$ cat config.mk
export PLATFORM = sky130hd
export DESIGN_NAME = mem_wb_stage
export DESIGN_NICKNAME = d
export VERILOG_FILES = /design/src/rtl/mem_wb_pkg.sv /design/src/rtl/mem_wb_lane.sv /design/src/rtl/mem_wb_stage.sv
export SDC_FILE = /design/constraint.sdc
export NUM_CORES = 1
export LEC_CHECK = 0
export ABC_CLOCK_PERIOD_IN_PS = 7800
export CAP_MARGIN = 30
export CORE_UTILIZATION = 40
export CTS_BUF_LIST = sky130_fd_sc_hd__clkbuf_8
export DETAILED_ROUTE_END_ITERATION = 10
export DONT_BUFFER_PORTS = 1
export SYNTH_ARGS = -nofsm -noshare
export SYNTH_HDL_FRONTEND = slang
export SYNTH_SLANG_ARGS = --single-unit
$ cat constraint.sdc
create_clock -name clk -period 7.8 [get_ports clk]
set_input_delay 1.95 -clock clk [delete_from_list [all_inputs] [get_ports clk]]
set_output_delay 1.95 -clock clk [all_outputs]
set_load 0.02 [all_outputs]
$ cat src/rtl/mem_wb_pkg.sv
// Shared constants and stage-control decode for the MEM/WB pipeline register.
package mem_wb_pkg;

  localparam int NOP_REG_ADDR = 0;
  localparam int ZERO_WORD    = 0;

  typedef enum logic [1:0] {
    CAPTURE,
    BUBBLE,
    HOLD,
    ILLEGAL
  } stage_ctrl_e;

  // Flush beats any stall; a stalled WB with a running MEM would drop an instruction.
  function automatic stage_ctrl_e decode_ctrl(input logic flush,
                                              input logic stall_mem,
                                              input logic stall_wb);
    if (flush)                       return BUBBLE;
    else if (stall_mem && stall_wb)  return HOLD;
    else if (stall_mem)              return BUBBLE;
    else if (stall_wb)               return ILLEGAL;
    else                             return CAPTURE;
  endfunction

endpackage

$ cat src/rtl/mem_wb_lane.sv
// One lane of the MEM/WB register: valid, write enable, destination and data.
module mem_wb_lane
  import mem_wb_pkg::*;
#(
  parameter int DATA_W = 32,
  parameter int ADDR_W = 5
) (
  input  logic              clk,
  input  logic              rst,
  input  stage_ctrl_e       ctrl,
  input  logic              kill,
  input  logic              mem_valid,
  input  logic              mem_wreg,
  input  logic [ADDR_W-1:0] mem_wd,
  input  logic [DATA_W-1:0] mem_wdata,
  output logic              wb_valid,
  output logic              wb_wreg,
  output logic [ADDR_W-1:0] wb_wd,
  output logic [DATA_W-1:0] wb_wdata
);

  always_ff @(posedge clk) begin
    if (rst) begin
      wb_valid <= 1'b0;
      wb_wreg  <= 1'b0;
      wb_wd    <= ADDR_W'(NOP_REG_ADDR);
      wb_wdata <= DATA_W'(ZERO_WORD);
    end else begin
      case (ctrl)
        CAPTURE: begin
          wb_valid <= mem_valid;
          wb_wreg  <= mem_valid & mem_wreg & ~kill;
          wb_wd    <= mem_valid ? mem_wd : ADDR_W'(NOP_REG_ADDR);
          wb_wdata <= mem_valid ? mem_wdata : DATA_W'(ZERO_WORD);
        end
        BUBBLE: begin
          wb_valid <= 1'b0;
          wb_wreg  <= 1'b0;
          wb_wd    <= ADDR_W'(NOP_REG_ADDR);
          wb_wdata <= DATA_W'(ZERO_WORD);
        end
        default: ;
      endcase
    end
  end

endmodule

$ cat src/rtl/mem_wb_stage.sv
// MEM/WB pipeline register: per-lane RF writes with youngest-writer-wins conflict
// resolution, HI/LO and LLbit updates, retired-instruction counter and control error flag.
module mem_wb_stage
  import mem_wb_pkg::*;
#(
  parameter int DATA_W = 32,
  parameter int ADDR_W = 5,
  parameter int LANES  = 2,
  parameter int CNT_W  = 32
) (
  input  logic                     clk,
  input  logic                     rst,
  input  logic                     stall_mem,
  input  logic                     stall_wb,
  input  logic                     flush,
  input  logic [LANES-1:0]         mem_valid,
  input  logic [LANES-1:0]         mem_wreg,
  input  logic [LANES*ADDR_W-1:0]  mem_wd,
  input  logic [LANES*DATA_W-1:0]  mem_wdata,
  input  logic                     mem_whilo,
  input  logic [DATA_W-1:0]        mem_hi,
  input  logic [DATA_W-1:0]        mem_lo,
  input  logic                     mem_llbit_we,
  input  logic                     mem_llbit_value,
  output logic [LANES-1:0]         wb_valid,
  output logic [LANES-1:0]         wb_wreg,
  output logic [LANES*ADDR_W-1:0]  wb_wd,
  output logic [LANES*DATA_W-1:0]  wb_wdata,
  output logic                     wb_whilo,
  output logic [DATA_W-1:0]        wb_hi,
  output logic [DATA_W-1:0]        wb_lo,
  output logic                     wb_llbit_we,
  output logic                     wb_llbit_value,
  output logic [CNT_W-1:0]         retire_cnt,
  output logic                     ctrl_err
);

  stage_ctrl_e      ctrl;
  logic [LANES-1:0] killed;
  logic [CNT_W-1:0] lane_cnt;
  logic             any_valid;

  assign ctrl      = decode_ctrl(flush, stall_mem, stall_wb);
  assign any_valid = |mem_valid;

  // An older lane is killed when any younger writer targets the same register.
  always_comb begin
    killed = '0;
    for (int i = 0; i < LANES; i++) begin
      for (int j = i + 1; j < LANES; j++) begin
        if (mem_valid[j] && mem_wreg[j] &&
            (mem_wd[j*ADDR_W +: ADDR_W] == mem_wd[i*ADDR_W +: ADDR_W]))
          killed[i] = 1'b1;
      end
    end
  end

  always_comb begin
    lane_cnt = '0;
    for (int i = 0; i < LANES; i++)
      lane_cnt = lane_cnt + CNT_W'(mem_valid[i]);
  end

  for (genvar g = 0; g < LANES; g++) begin : g_lane
    mem_wb_lane #(
      .DATA_W(DATA_W),
      .ADDR_W(ADDR_W)
    ) u_lane (
      .clk      (clk),
      .rst      (rst),
      .ctrl     (ctrl),
      .kill     (killed[g]),
      .mem_valid(mem_valid[g]),
      .mem_wreg (mem_wreg[g]),
      .mem_wd   (mem_wd[g*ADDR_W +: ADDR_W]),
      .mem_wdata(mem_wdata[g*DATA_W +: DATA_W]),
      .wb_valid (wb_valid[g]),
      .wb_wreg  (wb_wreg[g]),
      .wb_wd    (wb_wd[g*ADDR_W +: ADDR_W]),
      .wb_wdata (wb_wdata[g*DATA_W +: DATA_W])
    );
  end

  always_ff @(posedge clk) begin
    if (rst) begin
      wb_whilo       <= 1'b0;
      wb_hi          <= DATA_W'(ZERO_WORD);
      wb_lo          <= DATA_W'(ZERO_WORD);
      wb_llbit_we    <= 1'b0;
      wb_llbit_value <= 1'b0;
      retire_cnt     <= '0;
      ctrl_err       <= 1'b0;
    end else begin
      case (ctrl)
        CAPTURE: begin
          wb_whilo       <= mem_whilo & any_valid;
          wb_hi          <= mem_hi;
          wb_lo          <= mem_lo;
          wb_llbit_we    <= mem_llbit_we & any_valid;
          wb_llbit_value <= mem_llbit_value;
          retire_cnt     <= retire_cnt + lane_cnt;
        end
        BUBBLE: begin
          wb_whilo       <= 1'b0;
          wb_hi          <= DATA_W'(ZERO_WORD);
          wb_lo          <= DATA_W'(ZERO_WORD);
          wb_llbit_we    <= 1'b0;
          wb_llbit_value <= 1'b0;
        end
        ILLEGAL: ctrl_err <= 1'b1;
        default: ;
      endcase
    end
  end

endmodule

==> results.md <==
- Run status: finished, final reports clean
- Synth top area share: 54.9%
- Cells after synthesis: 690
- Drt drc: 0
- First-pass GRT wire length: 24100 um
- Placement row count: 46
- Pin count of the biggest net entering global routing: 186
- Post-Route WL: 16500 um
- Synth area leader: dfxtp_1
- Max-cap viol count: 0
- Seq/Total Area, Yosys: 54.9%
- TritonCTS clock tree: yes
- Pwr/cell area: 234 nW/um2
- Worst skew pair latency: 440 ps
- Worst stage delay on the critical path: 660 ps
- CP Launch Type: input pin
- DR WL/cell: 18.7 um
- Initial core utilization: 40.9%
- Diode count: 0
- Peak supply drop: 0.000100 V
- Final Critical Period: 4300 ps
- Placer Congestion: 0.808
- Routed Antenna Nets: 0
- Period utilization: 55.1%
- Htree depth: 4
- Clk_skew: 9.83 ps
- Count leader, synth: dfxtp_1
- Worst-Margin Slew: 823 ps
- Primary FF master, synth: dfxtp_1
- DR iter-0 viols: 349
- Top delay family on crit path: simple AND/OR/NAND/NOR gates
- Post-DP Area: 6560 um2
- Global Route Usage Sum: 18.7%
- Synth Net Count: 844
- Number of buffers and inverters on the critical path: 2
- CP max FO: 80
- FMAX: 0.233 GHz
- Crit Path Category: in -> reg
- Cell area after layout: 6940 um2
- Netlist cell types: 35
- Dpl cells: 850
- Endpoints failing setup: 0
- Syn-to-layout area delta: 6.82%
- Initial antenna violation count: 0
- Max-slew headroom: 45.1%
- Overall die height: 129 um
- Routed via count: 5101
- RSZ-0062 raised after global routing: no
- CTS sink cnt: 178
- Post-CTS sizing: 0
- HP Class: reg -> reg
- Layout cells sized above 1: 6.91%
- Mapped Area: 6490 um2
- Area of the multi-input gates: 2660 um2
- P_leak: 2.37 nW
- Synth top cells by count: dfxtp_1 (178), nor2_1 (162), a22oi_1 (141), clkbuf_1 (45), a21oi_1 (21)
- Width of the chip: 129 um
- TritonCTS Buffers: 17
- Fill count: 1560
- CTS Buffer Depth: 2
- Syn. warnings: 0
- Max Slew Vio Count: 0
- CORE AREA: 15900 um2
- Sequential cell area: 3560 um2
- Number of buffers inserted by hold repair at cts: 0
- Setup TNS Final: 0 ps
- Vias in the first global route: 4596
- Router iterations before antenna repair: 6
- Number of synthesized flops with an enable pin: 0
- Max stage delay cell, worst path: buf_4
- Boundary Pins: 328
- Post-CTS Setup Bufs: 0
- Root Buffer: clkbuf_8
- Syn_area_per_cell: 9.41 um2
- Req. time, crit path: 8140 ps
- Clock Pin Slew Worst Setup and Hold Paths: 90 ps
- #FFs+latches synth: 178
- Vias/cell: 5.78
- Post-layout nets: 807
- HPWL after detailed placement: 11200 um
- Hold violation count in the final report: 0
- Total power: 1.63 mW
- Total gr overflow: 0
- Port bufs: 0
- DIE AREA: 16700 um2
- Synth area leaders: dfxtp_1 (55%), a22oi_1 (16%), nor2_1 (9.4%)
- CP arrival: 4630 ps
- Non-Filler Instances: 882
- Share of flip-flops with an asynchronous set or reset: 0%
- Crit path cell chain: inv_1, ha_1, nor4b_4, buf_4, nand4_2, nor4_1, mux2_2
- Worst setup EP type: register
==> cell usage in the layout, fill, tap and decap left out, types with 5 or more instances in the layout <==
| cell | count |
|---|---|
| a21oi_1 | 21 |
| a22oi_1 | 141 |
| and4_1 | 5 |
| buf_4 | 5 |
| clkbuf_8 | 18 |
| dfxtp_1 | 178 |
| inv_1 | 9 |
| mux2_2 | 7 |
| nand2_1 | 13 |
| nand3_1 | 11 |
| nand4_1 | 7 |
| nor2_1 | 161 |
| nor2b_1 | 7 |
| nor4_1 | 6 |
| o21ai_0 | 5 |
| o31ai_1 | 12 |
| or3_1 | 5 |
| or4_1 | 12 |
| xnor2_1 | 5 |
| xor2_1 | 6 |
==> path summary, 6_finish.rpt <==
kind	from	end	slack, ps	depth (start not counted)
worst min register to register	ctrl_err	ctrl_err	600	2
worst max-delay path	stall_mem	retire_cnt[31]	3500	7
worst min-delay path	ctrl_err	ctrl_err	600	2
worst max register to register	retire_cnt[0]	retire_cnt[31]	5080	6
==> worst min-delay path: cells and delay by family, from the launching register on <==
family | cells | cell delay, ps
flip-flops | 1 | 380
AO/OA/AOI/OAI | 1 | 140
AND/OR/NAND/NOR | 1 | 40
==> flip-flops by register name (all words and copies together) (netlist names) <==
register,count
wb_llbit_value,1
ctrl_err,1
retire_cnt,32
wb_lo,32
g_lane.u_lane.wb_wd,10
g_lane.u_lane.wb_wreg,2
wb_llbit_we,1
g_lane.u_lane.wb_wdata,64
wb_hi,32
g_lane.u_lane.wb_valid,2
wb_whilo,1
==> where the power goes <==
part	internal [mW]	leakage (nW)	switching, mW
combinational	0.0243	0.736	0.0409
clock	0.266	0.192	0.335
sequential	0.925	1.44	0.0346
==> logic make-up after synthesis <==
| kind of cell | count (synthesis) | synth area share (%) |
|---|---|---|
| compound gates | 183 | 20.2 |
| fa+ha+maj | 4 | 0.886 |
| xor+xnor | 11 | 1.48 |
| flops | 178 | 54.9 |
| mux | 8 | 1.37 |
| buf+inv | 68 | 4.28 |
| simple gates | 238 | 16.9 |
==> metrics by stage <==
step | setup WS [ps] | hold slack (ps) | utilization [%]
6_report | 3500 | 600 | 43.7
5_1_grt | 3360 | 636 | 43.7
4_1_cts | 3510 | 599 | 43.7
3_5_place_dp | 3030 | 584 | 41.3
3_3_place_gp | 3150 | 569 | 41.3
2_1_floorplan | 3910 | 437 | -
==> layer usage <==
metal	GRT usage, %	part of all wire (%)	routed length, um	up-vias
li1	-	-	-	2398
met1	21.6	39	6510	2445
met2	29.3	48	7910	224
met3	8.46	9.6	1590	34
met4	9.30	3.0	490	0
met5	0	0	0	-
==> final cells by class <==
cell class / instances / area share (%)
timing repair buffer: 5 / 0.541
sequential: 178 / 51.4
clock inverter: 14 / 1.89
clock buffer: 18 / 3.57
tap: 216 / 3.90
multi-input combinational: 444 / 38.3
inverter: 7 / 0.379
Power figures use the tool's default switching activity.
